===== config.mk =====
export PLATFORM = sky130hd
export DESIGN_NAME = wb_ram_arbiter_flat
export DESIGN_NICKNAME = d
export VERILOG_FILES = /design/src/rtl/wb_ram_arbiter_if.sv /design/src/rtl/wb_ram_arbiter.sv /design/src/flat_wrapper.sv
export SDC_FILE = /design/constraint.sdc
export NUM_CORES = 1
export LEC_CHECK = 0
export BUFFER_PORTS_ARGS = -buffer_cell sky130_fd_sc_hd__buf_2
export CORE_AREA = 2 2 118 120
export DETAILED_ROUTE_END_ITERATION = 6
export DIE_AREA = 0 0 120 122
export PLACE_DENSITY_LB_ADDON = 0.15
export SLEW_MARGIN = 20
export SYNTH_ARGS = -nofsm -noshare
export SYNTH_HDL_FRONTEND = slang
export SYNTH_SLANG_ARGS = --single-unit

===== constraint.sdc =====
create_clock -name CLK_I -period 1.9 [get_ports CLK_I]
set_input_delay 0.475 -clock CLK_I [delete_from_list [all_inputs] [get_ports CLK_I]]
set_output_delay 0.475 -clock CLK_I [all_outputs]
set_load 0.1 [all_outputs]

===== src/rtl/wb_ram_arbiter_if.sv =====
// Bus bundle between the two Wishbone masters, the arbiter and the ACK-less RAM.
// The slave modport is the arbiter's view; master is the view of the surrounding core/RAM.
interface wb_ram_arbiter_if;
    logic        M0_CYC_I;
    logic        M0_STB_I;
    logic        M0_WE_I;
    logic [31:0] M0_ADR_I;
    logic [31:0] M0_DAT_I;
    logic [31:0] M0_DAT_O;
    logic        M0_ACK_O;

    logic        M1_CYC_I;
    logic        M1_STB_I;
    logic        M1_WE_I;
    logic [31:0] M1_ADR_I;
    logic [31:0] M1_DAT_I;
    logic [31:0] M1_DAT_O;
    logic        M1_ACK_O;

    logic        S_STB_O;
    logic        S_WE_O;
    logic [31:0] S_ADR_O;
    logic [31:0] S_DAT_O;
    logic [31:0] S_DAT_I;

    logic [1:0]  GNT_O;

    modport slave (
        input  M0_CYC_I, M0_STB_I, M0_WE_I, M0_ADR_I, M0_DAT_I,
        output M0_DAT_O, M0_ACK_O,
        input  M1_CYC_I, M1_STB_I, M1_WE_I, M1_ADR_I, M1_DAT_I,
        output M1_DAT_O, M1_ACK_O,
        output S_STB_O, S_WE_O, S_ADR_O, S_DAT_O,
        input  S_DAT_I,
        output GNT_O
    );

    modport master (
        output M0_CYC_I, M0_STB_I, M0_WE_I, M0_ADR_I, M0_DAT_I,
        input  M0_DAT_O, M0_ACK_O,
        output M1_CYC_I, M1_STB_I, M1_WE_I, M1_ADR_I, M1_DAT_I,
        input  M1_DAT_O, M1_ACK_O,
        input  S_STB_O, S_WE_O, S_ADR_O, S_DAT_O,
        output S_DAT_I,
        input  GNT_O
    );
endinterface


===== src/rtl/wb_ram_arbiter.sv =====
// Two-master round-robin Wishbone arbiter in front of a zero-wait, ACK-less RAM.
// Generates per-master ACKs; CYC locks the bus, optional burst limit restores fairness.
module wb_ram_arbiter #(
    parameter int unsigned MAX_BURST = 8,
    parameter int unsigned CNT_W     = 4
) (
    input  logic               CLK_I,
    input  logic               RST_I,
    wb_ram_arbiter_if.slave    bus
);

    typedef enum logic [1:0] {
        IDLE   = 2'd0,
        GRANT0 = 2'd1,
        GRANT1 = 2'd2
    } state_t;

    localparam logic [CNT_W-1:0] MAX_CNT  = CNT_W'(MAX_BURST);
    localparam bit               LIMIT_EN = (MAX_BURST != 0);

    state_t           state_q, state_d;
    logic             last_q, last_d;
    logic [CNT_W-1:0] cnt_q, cnt_d;
    logic [1:0]       gnt_q, gnt_d;

    logic        ack0, ack1, stb, we;
    logic [31:0] adr, dat;

    always_comb begin
        state_d = state_q;
        last_d  = last_q;
        cnt_d   = cnt_q;
        ack0    = 1'b0;
        ack1    = 1'b0;
        stb     = 1'b0;
        we      = 1'b0;
        adr     = '0;
        dat     = '0;

        unique case (state_q)
            IDLE: begin
                // last_q = 1 means M1 was served last, so M0 wins a tie
                if (bus.M0_CYC_I && (!bus.M1_CYC_I || last_q)) begin
                    state_d = GRANT0;
                    last_d  = 1'b0;
                    cnt_d   = '0;
                end else if (bus.M1_CYC_I) begin
                    state_d = GRANT1;
                    last_d  = 1'b1;
                    cnt_d   = '0;
                end
            end
            GRANT0: begin
                we  = bus.M0_WE_I;
                adr = bus.M0_ADR_I;
                dat = bus.M0_DAT_I;
                if (!bus.M0_CYC_I) begin
                    state_d = IDLE;
                end else if (LIMIT_EN && cnt_q == MAX_CNT && bus.M1_CYC_I) begin
                    state_d = IDLE;
                end else if (bus.M0_STB_I) begin
                    ack0 = 1'b1;
                    stb  = 1'b1;
                    if (cnt_q != MAX_CNT) cnt_d = cnt_q + CNT_W'(1);
                end
            end
            GRANT1: begin
                we  = bus.M1_WE_I;
                adr = bus.M1_ADR_I;
                dat = bus.M1_DAT_I;
                if (!bus.M1_CYC_I) begin
                    state_d = IDLE;
                end else if (LIMIT_EN && cnt_q == MAX_CNT && bus.M0_CYC_I) begin
                    state_d = IDLE;
                end else if (bus.M1_STB_I) begin
                    ack1 = 1'b1;
                    stb  = 1'b1;
                    if (cnt_q != MAX_CNT) cnt_d = cnt_q + CNT_W'(1);
                end
            end
            default: state_d = IDLE;
        endcase

        gnt_d = {state_d == GRANT1, state_d == GRANT0};
    end

    always_ff @(posedge CLK_I) begin
        if (RST_I) begin
            state_q <= IDLE;
            last_q  <= 1'b1;
            cnt_q   <= '0;
            gnt_q   <= '0;
        end else begin
            state_q <= state_d;
            last_q  <= last_d;
            cnt_q   <= cnt_d;
            gnt_q   <= gnt_d;
        end
    end

    // Reset gates the strobes combinationally so an in-flight write never commits
    assign bus.M0_ACK_O = ack0 & ~RST_I;
    assign bus.M1_ACK_O = ack1 & ~RST_I;
    assign bus.S_STB_O  = stb & ~RST_I;
    assign bus.S_WE_O   = we & ~RST_I;
    assign bus.S_ADR_O  = adr;
    assign bus.S_DAT_O  = dat;
    assign bus.M0_DAT_O = bus.S_DAT_I;
    assign bus.M1_DAT_O = bus.S_DAT_I;
    assign bus.GNT_O    = gnt_q;

endmodule


===== src/flat_wrapper.sv =====
// flat-port wrapper written by rule: the top's interface ports become plain ports
module wb_ram_arbiter_flat 
#(
    parameter int unsigned MAX_BURST = 8,
    parameter int unsigned CNT_W     = 4
)
  (CLK_I, RST_I, bus_M0_CYC_I, bus_M0_STB_I, bus_M0_WE_I, bus_M0_ADR_I, bus_M0_DAT_I, bus_M0_DAT_O, bus_M0_ACK_O, bus_M1_CYC_I, bus_M1_STB_I, bus_M1_WE_I, bus_M1_ADR_I, bus_M1_DAT_I, bus_M1_DAT_O, bus_M1_ACK_O, bus_S_STB_O, bus_S_WE_O, bus_S_ADR_O, bus_S_DAT_O, bus_S_DAT_I, bus_GNT_O);
  wb_ram_arbiter_if bus_i ();
  input  logic CLK_I;
  input  logic RST_I;
  input wire logic [$bits(bus_i.M0_CYC_I)-1:0] bus_M0_CYC_I;
  input wire logic [$bits(bus_i.M0_STB_I)-1:0] bus_M0_STB_I;
  input wire logic [$bits(bus_i.M0_WE_I)-1:0] bus_M0_WE_I;
  input wire logic [$bits(bus_i.M0_ADR_I)-1:0] bus_M0_ADR_I;
  input wire logic [$bits(bus_i.M0_DAT_I)-1:0] bus_M0_DAT_I;
  output wire logic [$bits(bus_i.M0_DAT_O)-1:0] bus_M0_DAT_O;
  output wire logic [$bits(bus_i.M0_ACK_O)-1:0] bus_M0_ACK_O;
  input wire logic [$bits(bus_i.M1_CYC_I)-1:0] bus_M1_CYC_I;
  input wire logic [$bits(bus_i.M1_STB_I)-1:0] bus_M1_STB_I;
  input wire logic [$bits(bus_i.M1_WE_I)-1:0] bus_M1_WE_I;
  input wire logic [$bits(bus_i.M1_ADR_I)-1:0] bus_M1_ADR_I;
  input wire logic [$bits(bus_i.M1_DAT_I)-1:0] bus_M1_DAT_I;
  output wire logic [$bits(bus_i.M1_DAT_O)-1:0] bus_M1_DAT_O;
  output wire logic [$bits(bus_i.M1_ACK_O)-1:0] bus_M1_ACK_O;
  output wire logic [$bits(bus_i.S_STB_O)-1:0] bus_S_STB_O;
  output wire logic [$bits(bus_i.S_WE_O)-1:0] bus_S_WE_O;
  output wire logic [$bits(bus_i.S_ADR_O)-1:0] bus_S_ADR_O;
  output wire logic [$bits(bus_i.S_DAT_O)-1:0] bus_S_DAT_O;
  input wire logic [$bits(bus_i.S_DAT_I)-1:0] bus_S_DAT_I;
  output wire logic [$bits(bus_i.GNT_O)-1:0] bus_GNT_O;
  assign bus_i.M0_CYC_I = bus_M0_CYC_I;
  assign bus_i.M0_STB_I = bus_M0_STB_I;
  assign bus_i.M0_WE_I = bus_M0_WE_I;
  assign bus_i.M0_ADR_I = bus_M0_ADR_I;
  assign bus_i.M0_DAT_I = bus_M0_DAT_I;
  assign bus_M0_DAT_O = bus_i.M0_DAT_O;
  assign bus_M0_ACK_O = bus_i.M0_ACK_O;
  assign bus_i.M1_CYC_I = bus_M1_CYC_I;
  assign bus_i.M1_STB_I = bus_M1_STB_I;
  assign bus_i.M1_WE_I = bus_M1_WE_I;
  assign bus_i.M1_ADR_I = bus_M1_ADR_I;
  assign bus_i.M1_DAT_I = bus_M1_DAT_I;
  assign bus_M1_DAT_O = bus_i.M1_DAT_O;
  assign bus_M1_ACK_O = bus_i.M1_ACK_O;
  assign bus_S_STB_O = bus_i.S_STB_O;
  assign bus_S_WE_O = bus_i.S_WE_O;
  assign bus_S_ADR_O = bus_i.S_ADR_O;
  assign bus_S_DAT_O = bus_i.S_DAT_O;
  assign bus_i.S_DAT_I = bus_S_DAT_I;
  assign bus_GNT_O = bus_i.GNT_O;
  wb_ram_arbiter #(.MAX_BURST(MAX_BURST), .CNT_W(CNT_W)) u_core (.CLK_I(CLK_I), .RST_I(RST_I), .bus(bus_i));
endmodule

==> impl_metrics.csv, run 1 <==
group,metric,value,unit
detailed_routing,met1_length,3510,µm
sta,final.setup.worst_slack,-0.186,ns
detailed_routing,route.met2.wl,5520,µm
floorplanning,rows,43,
yosys,synthAdderAreaFrac,3.98,%
finish,fillers,1336,
finish,final_nets,629,
sta,finalSetupViolations,72,
worst_setup_path,worstPathRequired,1.42,ns
floorplanning,ios,302,
yosys,synth_top_family_by_area,"buffers and inverters",
detailed_routing,antenna_left,0,
yosys,synthXorXnorAreaFrac,0,%
floorplanning,die_area,0.0146,mm²
finish,final_cell_mix,"buf_2 (137), buf_12 (75), nor2_4 (66), a22oi_2 (59), buf_4 (23)",
power,power.static_leakage,1.89,nW
floorplanning,die_w,120,µm
yosys,yosysSeqAreaShare,9.54,%
clocking,clk_pin_slew,0.04,ns
sta,final-max-slew-violation-count,0,
clocking,clkSinkCount,9,
global_route,grt_pass1_vias,2693,
yosys,synth_compound_area_share,31.7,%
place,dp_hpwl,7620,µm
detailed_routing,first_iter_violations,78,
clocking,insertion_delay,0.24,ns
clocking,postCtsHoldBufs,0,
sta,fin_tns_setup,-10.04,ns
global_route,grt_pass1_wl,14300,µm
detailed_routing,drc,0,
worst_setup_path,worstPathArrival,1.61,ns
detailed_routing,drtPass1Iterations,4,
finish,layout-drive-gt1-share,89.4,%
floorplanning,die_y,122,µm
sta,max_freq,479,MHz
finish,final_util,38.6,%
run_status,outcome,"finished with violations",
detailed_routing,wl_per_cell,15.9,µm
sta,relSlewSlack,67.8,%
clocking,clock_path_buffers,2,
yosys,synth_cells,286,
finish,n_antenna_cell,0,
finish,fin_area,0.00521,mm²
global_route,grt-ovfl-total,0,
worst_hold_path,hp-class,"reg -> reg",
yosys,syn-num-nets,460,
yosys,synth-simple-area-share,22.4,%
sta,tightest_slew,0.487,ns
global_route,grt_max_degree,37,
clocking,tritoncts,"built",
yosys,ys_seq_elements,9,
worst_setup_path,crit_type,"reg -> out",
sta,period_needed,2.09,ns
sta,finClkSkew,0.00337,ns
yosys,synth_flop_cell,"dfxtp_1",
detailed_routing,vias,2751,
sta,rsz0062_at_grt,"true",
worst_setup_path,start_kind,"flip-flop",
finish,fin_cells,634,
floorplanning,initial_core_util,14.0,%
worst_setup_path,end_kind,"output pin",
clocking,ctsHtreeMaxLevel,1,
detailed_routing,viasPerCell,4.34,
job,maxCapViolations,0,
sta,hold_viol_final,0,
yosys,synth_warnings,0,
power,vdd_drop_max,0.465,mV
yosys,ys_types,33,
yosys,avgSynthCellArea,6.60,µm²
global_route,grtUsageTotal,12.2,%
worst_setup_path,path_max_fanout,6,
yosys,synth.area.mux_share,0.530,%
clocking,clk_root_buffer_cell,"clkbuf_16",
place,globalplace.congestion,0.780,
power,power_density,602,mW/mm²
place,post-place-cells,611,
power,p_total,3.14,mW
finish,syn_to_final_growth,176,%
yosys,async_reset_ff_share,0,%
detailed_routing,top_layer,"met4",
place,port_buffers,205,
run_status,violations,"setup timing",
finish,multi_input_area,0.00203,mm²
yosys,synthesis.area,0.00189,mm²
global_route,grt_antenna_before_repair,0,
clocking,cts_buffers,3,
place,placed_cell_area,0.00444,mm²
detailed_routing,wirelength,10100,µm
detailed_routing,wl_met3,896,µm
yosys,synth-edff-count,0,
sta,fin_crit_sh,110,%
finish,regArea,190,µm²
floorplanning,core_area,0.0135,mm²
finish,final_common_cell,"buf_2",
what timing repair did:
| action | in CTS | in global routing |
|---|---|---|
| endpoints found under the setup margin | 68 | 72 |
| pin swaps | 20 | 17 |
| resized for setup | 76 | 23 |
| gates cloned | 3 | 2 |
| hold endpoints to repair | 0 | 0 |
| buffers inserted | 7 | 7 |
where the power goes:
| group | switching, mW | internal, mW | total [mW] |
|---|---|---|---|
| combinational | 1.50 | 1.03 | 2.53 |
| sequential | 0.0146 | 0.207 | 0.221 |
| clock | 0.105 | 0.282 | 0.387 |
| total | 1.62 | 1.52 | 3.14 |
registers in the layout, indices dropped and copies added, names as in the netlist:
signal / count
u_core.cnt_q: 4
u_core.last_q: 1
u_core.bus.GNT_O: 2
u_core.state_q: 2
metal layers:
| layer | vias up | global-route usage [%] |
|---|---|---|
| li1 | 1297 | - |
| met1 | 1296 | 13.3 |
| met2 | 142 | 23.3 |
| met3 | 16 | 3.46 |
| met4 | 0 | 2.72 |
| met5 | - | 0 |
cells in the mapped netlist, drive strengths merged (2+ instances only):
cell     n  share of area [%]
or3      3                1.3
a22oi   67                 27
o32ai    2               0.93
nand2    3               0.60
inv      9                1.8
ha       6                4.0
a31oi    3               0.99
nand2b   3               0.99
nor2    70                 14
nand3    2               0.53
nor3     2               0.53
dfxtp    9                9.5
buf     74                 28
nand4b   2               0.93
clkbuf  13                2.6
a21oi    2               0.53
nor4b    3                1.4
critical path, cell delays in order (launching register included):
cell and delay [ns]:
dfxtp_4 0.38, inv_6 0.05, ha_4 0.32, buf_12 0.12
inv_8 0.05, buf_12 0.14, nor2_4 0.12, buf_12 0.18
worst paths after layout:
kind,end,depth (start not counted),startpoint,slack [ns]
min reg2reg,u_core.last_q$_SDFFE_PP1P_,2,u_core.last_q$_SDFFE_PP1P_,0.58
min,u_core.last_q$_SDFFE_PP1P_,2,u_core.last_q$_SDFFE_PP1P_,0.58
max,bus_S_DAT_O[9],7,u_core.state_q[0]$_SDFF_PP0_,-0.19
max reg2reg,u_core.cnt_q[3]$_SDFFE_PP0P_,8,u_core.state_q[1]$_SDFF_PP0_,-0.14
kinds of logic after synthesis:
kind of cell             count (synthesis)
buffers and inverters                   96
flip-flops                               9
AO/OA/AOI/OAI                           80
multiplexers                             1
AND/OR/NAND/NOR                         94
adder cells (fa/ha/maj)                  6
area by class of cell:
type	count	share of cell area, %
tap	180	4.32
timing repair inverter	1	0.216
sequential	9	3.65
inverter	9	0.937
clock buffer	4	1.51
multi-input combinational	181	38.9
timing repair buffer	250	50.4
per-stage QoR:
stage	worst slack, ns	hold WS (ns)
after global routing	-0.234	0.585
after global placement	0.0225	0.526
after detailed placement	0.00362	0.529
final	-0.186	0.576
after floorplan	-0.467	0.473
after CTS	-0.185	0.537
No activity file was read; power rests on OpenSTA's default activity.
==> run 2, diff against run 1 <==
--- a/config.mk
+++ b/config.mk
@@ -6,10 +6,13 @@
 export NUM_CORES = 1
 export LEC_CHECK = 0
 export BUFFER_PORTS_ARGS = -buffer_cell sky130_fd_sc_hd__buf_2
-export CORE_AREA = 2 2 118 120
+export CELL_PAD_IN_SITES_DETAIL_PLACEMENT = 1
+export CELL_PAD_IN_SITES_GLOBAL_PLACEMENT = 1
+export CORE_ASPECT_RATIO = 0.7
+export CORE_UTILIZATION = 15
 export DETAILED_ROUTE_END_ITERATION = 6
-export DIE_AREA = 0 0 120 122
 export PLACE_DENSITY_LB_ADDON = 0.15
+export SETUP_SLACK_MARGIN = 0.5
 export SLEW_MARGIN = 20
 export SYNTH_ARGS = -nofsm -noshare
 export SYNTH_HDL_FRONTEND = slang
==> run 2 against run 1 <==
The flow still finishes with violations (setup timing). Design area about the same. Clock-buffer cell count unchanged. Worst setup slack worse by 0.033 ns. Global-route usage up 3.3 points. Clock power about the same. Die area down 11%. Clock skew about the same. Fmax down 1.5%. Power up 0.40%.
==> impl_metrics.csv, run 2 (synthesized netlist as in run 1, its figures left out) <==
group,metric,value,unit
run_status,outcome,"finished with violations",
run_status,violations,"setup timing",
worst_setup_path,cpMostUsedCell,"buf_12",
power,power_density,605,mW/mm²
sta,final-max-slew-violation-count,0,
finish,final_util,43.5,%
clocking,cts_buffers,3,
global_route,grt_pass1_wl,15500,µm
clocking,insertion_delay,0.24,ns
worst_setup_path,worstPathArrival,1.64,ns
sta,tightest_slew,0.417,ns
worst_hold_path,hp-class,"reg -> reg",
sta,relSlewSlack,72.1,%
floorplanning,die_w,136,µm
worst_setup_path,path_max_fanout,32,
global_route,grtUsageTotal,15.5,%
detailed_routing,antenna_left,0,
worst_setup_path,worst_path_max_delay_cell,"dfxtp_4",
clocking,tritoncts,"built",
power,vdd_drop_max,0.267,mV
detailed_routing,drtPass1Iterations,4,
finish,top_register,"u_core.cnt_q",
sta,fin_crit_sh,112,%
worst_hold_path,hold_depth,2,
place,port_buffers,205,
place,globalplace.congestion,0.684,
detailed_routing,viasPerCell,4.55,
detailed_routing,drc,0,
finish,layout-drive-gt1-share,86.0,%
worst_hold_path,hp-start,"u_core.cnt_q[0]$_SDFFE_PP0P_",
floorplanning,initial_core_util,15.8,%
sta,finalSetupViolations,72,
sta,fin_tns_setup,-12.16,ns
clocking,clkSinkCount,9,
detailed_routing,first_iter_violations,35,
global_route,grt_pass1_vias,2987,
worst_setup_path,path_cells,"inv_4 -> ha_4 -> buf_12 -> a22oi_2 -> buf_4 -> nor2_4 -> buf_12",
clocking,clk_root_buffer_cell,"clkbuf_16",
global_route,grt_antenna_before_repair,0,
floorplanning,die_area,0.0130,mm²
worst_setup_path,critPathMaxStageDelay,0.36,ns
worst_setup_path,r2r_slack,-0.11,ns
sta,hold_viol_final,0,
clocking,ctsHtreeMaxLevel,1,
detailed_routing,wirelength,10800,µm
sta,max_freq,472,MHz
power,power.static_leakage,1.92,nW
worst_setup_path,crit_type,"reg -> out",
sta,final.setup.worst_slack,-0.219,ns
clocking,clk_pin_slew,0.04,ns
worst_setup_path,start_kind,"flip-flop",
detailed_routing,vias,2769,
sta,period_needed,2.12,ns
worst_setup_path,worstPathRequired,1.42,ns
floorplanning,ios,302,
finish,fillers,1316,
finish,fin_area,0.00520,mm²
power,p_total,3.15,mW
finish,syn_to_final_growth,176,%
clocking,clock_path_buffers,2,
sta,finClkSkew,0.00296,ns
detailed_routing,wl_per_cell,17.7,µm
global_route,grt_max_degree,33,
place,post-place-cells,580,
global_route,grt-ovfl-total,0,
finish,final_common_cell,"buf_2",
finish,largest_reg_flops,4,
finish,final_cell_mix,"buf_2 (135), buf_12 (78), nor2_4 (67), a22oi_2 (47)",
worst_setup_path,r2r_start,"u_core.state_q[0]$_SDFF_PP0_",
worst_setup_path,r2r-end,"u_core.cnt_q[3]$_SDFFE_PP0P_",
finish,n_antenna_cell,0,
floorplanning,rows,33,
sta,rsz0062_at_grt,"true",
floorplanning,die_y,95.9,µm
worst_setup_path,reg2reg_depth,7,
place,placed_cell_area,0.00440,mm²
place,dp_hpwl,7860,µm
worst_setup_path,end_kind,"output pin",
floorplanning,core_area,0.0120,mm²
worst_hold_path,min_to,"u_core.cnt_q[0]$_SDFFE_PP0P_",
finish,fin_cells,608,
job,maxCapViolations,0,
finish,final_nets,626,
==> run 2: changes by cell type in the layout (fill, tap and decap cells not counted), moves of 2 or more <==
| cell | delta |
|---|---|
| a22oi_1 | +12 |
| a22oi_2 | -12 |
| buf_12 | +3 |
| buf_2 | -2 |
| buf_4 | -3 |
| buf_6 | -5 |
| bufbuf_16 | +2 |
| clkbuf_16 | +2 |
| inv_1 | +2 |
| inv_2 | -2 |
==> run 2: critical path: cells and delay by family (launching register included) <==
kind / cells / cell delay, ns
simple gates: 1 / 0.11
flops: 1 / 0.36
compound gates: 1 / 0.10
fa+ha+maj: 1 / 0.20
buf+inv: 4 / 0.61
==> run 2: power by group <==
| part | total (mW) | switching (mW) | leakage [nW] | internal [mW] |
|---|---|---|---|---|
| Clock | 0.384 | 0.102 | 0.0382 | 0.282 |
| Combinational | 2.54 | 1.50 | 1.80 | 1.04 |
| Sequential | 0.223 | 0.0166 | 0.0753 | 0.207 |
| Total | 3.15 | 1.62 | 1.92 | 1.53 |
==> run 2: worst max-delay path by stage <==
stage | to | cells after the start | slack, ns | startpoint
finish | bus_S_DAT_O[4] | 7 | -0.22 | u_core.state_q[1]$_SDFF_PP0_
global route | bus_S_DAT_O[4] | 7 | -0.29 | u_core.state_q[1]$_SDFF_PP0_
CTS | bus_S_STB_O | 6 | -0.22 | u_core.state_q[1]$_SDFF_PP0_
detailed placement | bus_S_STB_O | 6 | -0.03 | u_core.state_q[1]$_SDFF_PP0_
global placement | bus_S_STB_O | 6 | 0.009 | u_core.state_q[1]$_SDFF_PP0_
floorplan | bus_S_ADR_O[10] | 6 | -0.46 | u_core.state_q[1]$_SDFF_PP0_
==> run 2: repair_timing <==
action	CTS	global route
pin swaps	44	8
setup endpoints to repair	78	76
hold buffers	0	0
setup buffers	9	5
endpoints found under the hold margin	0	0
resized for setup	64	10
gates cloned	5	5
==> run 2: final cells by class <==
type	instances	area (µm²)	area share [%]
inverter	9	51.3	0.986
timing repair buffer	247	2710	52.1
multi-input combinational	181	1970	37.8
tap	157	196	3.77
sequential	9	189	3.63
timing repair inverter	1	11.3	0.216
clock buffer	4	78.8	1.51
==> run 2: layer usage <==
metal | track usage, % | vias up | wire length (µm) | part of all wire, %
li1 | - | 1290 | - | -
met1 | 17.5 | 1326 | 4210 | 39
met4 | 3.06 | 0 | 82 | 0.76
met5 | 0 | - | 0 | 0
met2 | 28.1 | 144 | 5420 | 50
met3 | 5.42 | 9 | 1080 | 10
==> run 2: stage by stage <==
stage	hold WS, ns	setup WS (ns)
after CTS	0.508	-0.223
after global placement	0.486	0.00899
final	0.504	-0.219
after detailed placement	0.503	-0.0317
after floorplan	0.473	-0.463
after global routing	0.516	-0.286
==> run 3, diff against run 2 <==
--- a/config.mk
+++ b/config.mk
@@ -13,6 +13,7 @@
 export DETAILED_ROUTE_END_ITERATION = 6
 export PLACE_DENSITY_LB_ADDON = 0.15
 export SETUP_SLACK_MARGIN = 0.5
+export SKIP_LAST_GASP = 1
 export SLEW_MARGIN = 20
 export SYNTH_ARGS = -nofsm -noshare
 export SYNTH_HDL_FRONTEND = slang
==> run 3 against run 2 <==
The flow still finishes with violations (setup timing). Clock power hardly changed. Sequential power hardly changed. Global-route usage hardly changed. Die area stayed put. Sequential cell count stayed put. Via count is 0.61% lower. First-iteration DRC count is 37% higher. Power is 0.60% lower.
==> impl_metrics.csv, run 3 (synthesized netlist as in run 1, its figures left out) <==
group,metric,value,unit
global_route,grtUsageTotal,15.4,%
global_route,grt_pass1_wl,15500,µm
finish,layout-drive-gt1-share,84.1,%
place,port_buffers,205,
floorplanning,ios,302,
finish,fin_area,0.00514,mm²
finish,final_nets,627,
place,placed_cell_area,0.00440,mm²
detailed_routing,antenna_left,0,
clocking,clock_path_buffers,2,
detailed_routing,wl_per_cell,17.3,µm
worst_hold_path,hp-class,"reg -> reg",
worst_setup_path,startpoint,"u_core.state_q[1]$_SDFF_PP0_",
clocking,clk_root_buffer_cell,"clkbuf_16",
clocking,ctsHtreeMaxLevel,1,
global_route,grt-ovfl-total,0,
detailed_routing,vias,2752,
detailed_routing,first_iter_violations,48,
sta,finClkSkew,0.00257,ns
clocking,tritoncts,"built",
worst_setup_path,worst_path_max_delay_cell,"dfxtp_4",
global_route,grt_pass1_vias,2980,
floorplanning,rows,33,
finish,syn_to_final_growth,172,%
worst_setup_path,worstPathRequired,1.42,ns
worst_setup_path,start_kind,"flip-flop",
power,vdd_drop_max,0.269,mV
worst_setup_path,end_kind,"output pin",
clocking,clk_pin_slew,0.04,ns
run_status,outcome,"finished with violations",
worst_setup_path,crit_end,"bus_S_DAT_O[4]",
place,dp_hpwl,7860,µm
floorplanning,die_w,136,µm
clocking,clkSinkCount,9,
worst_setup_path,r2r_slack,-0.13,ns
worst_setup_path,path_cells,"inv_4 -> ha_4 -> buf_12 -> a22oi_1 -> buf_4 -> nor2_4 -> buf_12",
floorplanning,die_area,0.0130,mm²
sta,final.setup.worst_slack,-0.217,ns
sta,final-max-slew-violation-count,0,
clocking,insertion_delay,0.24,ns
worst_setup_path,critPathMaxStageDelay,0.35,ns
sta,tightest_slew,0.438,ns
sta,relSlewSlack,70.7,%
sta,rsz0062_at_grt,"true",
detailed_routing,viasPerCell,4.51,
global_route,grt_antenna_before_repair,0,
floorplanning,die_y,95.9,µm
worst_setup_path,reg2reg_depth,7,
power,power_density,609,mW/mm²
sta,finalSetupViolations,72,
worst_setup_path,r2r-end,"u_core.cnt_q[3]$_SDFFE_PP0P_",
worst_setup_path,worstPathArrival,1.64,ns
floorplanning,initial_core_util,15.8,%
floorplanning,core_area,0.0120,mm²
detailed_routing,drtPass1Iterations,4,
worst_setup_path,crit_type,"reg -> out",
global_route,grt_max_degree,33,
sta,max_freq,472,MHz
sta,period_needed,2.12,ns
sta,fin_crit_sh,111,%
clocking,cts_buffers,3,
finish,final_cell_mix,"buf_2 (135), buf_12 (77), nor2_4 (67), a22oi_2 (38), a22oi_1 (29)",
detailed_routing,wirelength,10600,µm
sta,hold_viol_final,0,
job,maxCapViolations,0,
worst_setup_path,cpMostUsedCell,"buf_12",
worst_setup_path,r2r_start,"u_core.state_q[0]$_SDFF_PP0_",
finish,final_common_cell,"buf_2",
finish,largest_reg_flops,4,
power,power.static_leakage,1.91,nW
detailed_routing,drc,0,
run_status,violations,"setup timing",
finish,top_register,"u_core.cnt_q",
worst_setup_path,path_max_fanout,32,
place,globalplace.congestion,0.684,
power,p_total,3.13,mW
run 3: cell types whose count changed in the layout (fill, tap and decap cells not counted), sizes merged:
cell    delta
buf        +2
bufbuf     -1
clkbuf     -1
diode      +1
inv        +1
run 3: repair_timing:
action / 4_1_cts / 5_1_grt
hold buffers: 0 / 0
pin swaps: 44 / 11
endpoints found under the hold margin: 0 / 0
resized for setup: 56 / 11
cloned: 5 / 4
endpoints found under the setup margin: 78 / 76
buffers inserted: 9 / 7
run 3: final cells by class:
type	instances	area, µm²
fill	1322	6830
timing repair buffer	247	2670
multi-input combinational	181	1930
tap	157	196
sequential	9	189
clock buffer	4	78.8
inverter	9	51.3
timing repair inverter	2	20.0
antenna	1	2.50
run 3: where the power goes:
| group | internal [mW] | switching (mW) |
|---|---|---|
| registers | 0.207 | 0.0163 |
| clock network | 0.281 | 0.101 |
| logic | 1.03 | 1.49 |
run 3: worst min path at each step:
stage                                 startpoint                            to  slack (ns)  cells past startpoint
detailed placement  u_core.cnt_q[0]$_SDFFE_PP0P_  u_core.cnt_q[0]$_SDFFE_PP0P_        0.50                      2
finish              u_core.cnt_q[0]$_SDFFE_PP0P_  u_core.cnt_q[0]$_SDFFE_PP0P_        0.51                      2
floorplan           u_core.cnt_q[0]$_SDFFE_PP0P_  u_core.cnt_q[0]$_SDFFE_PP0P_        0.47                      2
global route        u_core.cnt_q[0]$_SDFFE_PP0P_  u_core.cnt_q[0]$_SDFFE_PP0P_        0.52                      2
global placement    u_core.cnt_q[0]$_SDFFE_PP0P_  u_core.cnt_q[0]$_SDFFE_PP0P_        0.49                      2
CTS                 u_core.cnt_q[0]$_SDFFE_PP0P_  u_core.cnt_q[0]$_SDFFE_PP0P_        0.51                      2
run 3: stage by stage:
| step | hold slack (ns) | worst slack [ns] | setup TNS (ns) | util, % | std cells |
|---|---|---|---|---|---|
| final | 0.506 | -0.217 | -12.76 | 42.9 | 610 |
| after global routing | 0.516 | -0.289 | -16.80 | 42.9 | 609 |
| after CTS | 0.508 | -0.224 | -12.77 | 41.2 | 598 |
| after detailed placement | 0.503 | -0.0317 | -0.0317 | 36.8 | 580 |
| after global placement | 0.486 | 0.00899 | 0 | 36.8 | 580 |
| after floorplan | 0.473 | -0.463 | -9.93 | - | 286 |
run 3: critical path: cells and delay by family (launching register included):
kind | cells | cell delay [ns]
DFF | 1 | 0.35
AOI/OAI and AO/OA | 1 | 0.11
adders and majority gates | 1 | 0.20
and+or+nand+nor | 1 | 0.11
buffers and inverters | 4 | 0.61
run 3: routing by layer:
layer / wire [µm] / GRT usage (%) / share of wire, %
met5: 0 / 0 / 0
met4: 80 / 2.96 / 0.76
met3: 1100 / 5.42 / 10
met2: 5410 / 28.2 / 51
met1: 3990 / 17.4 / 38
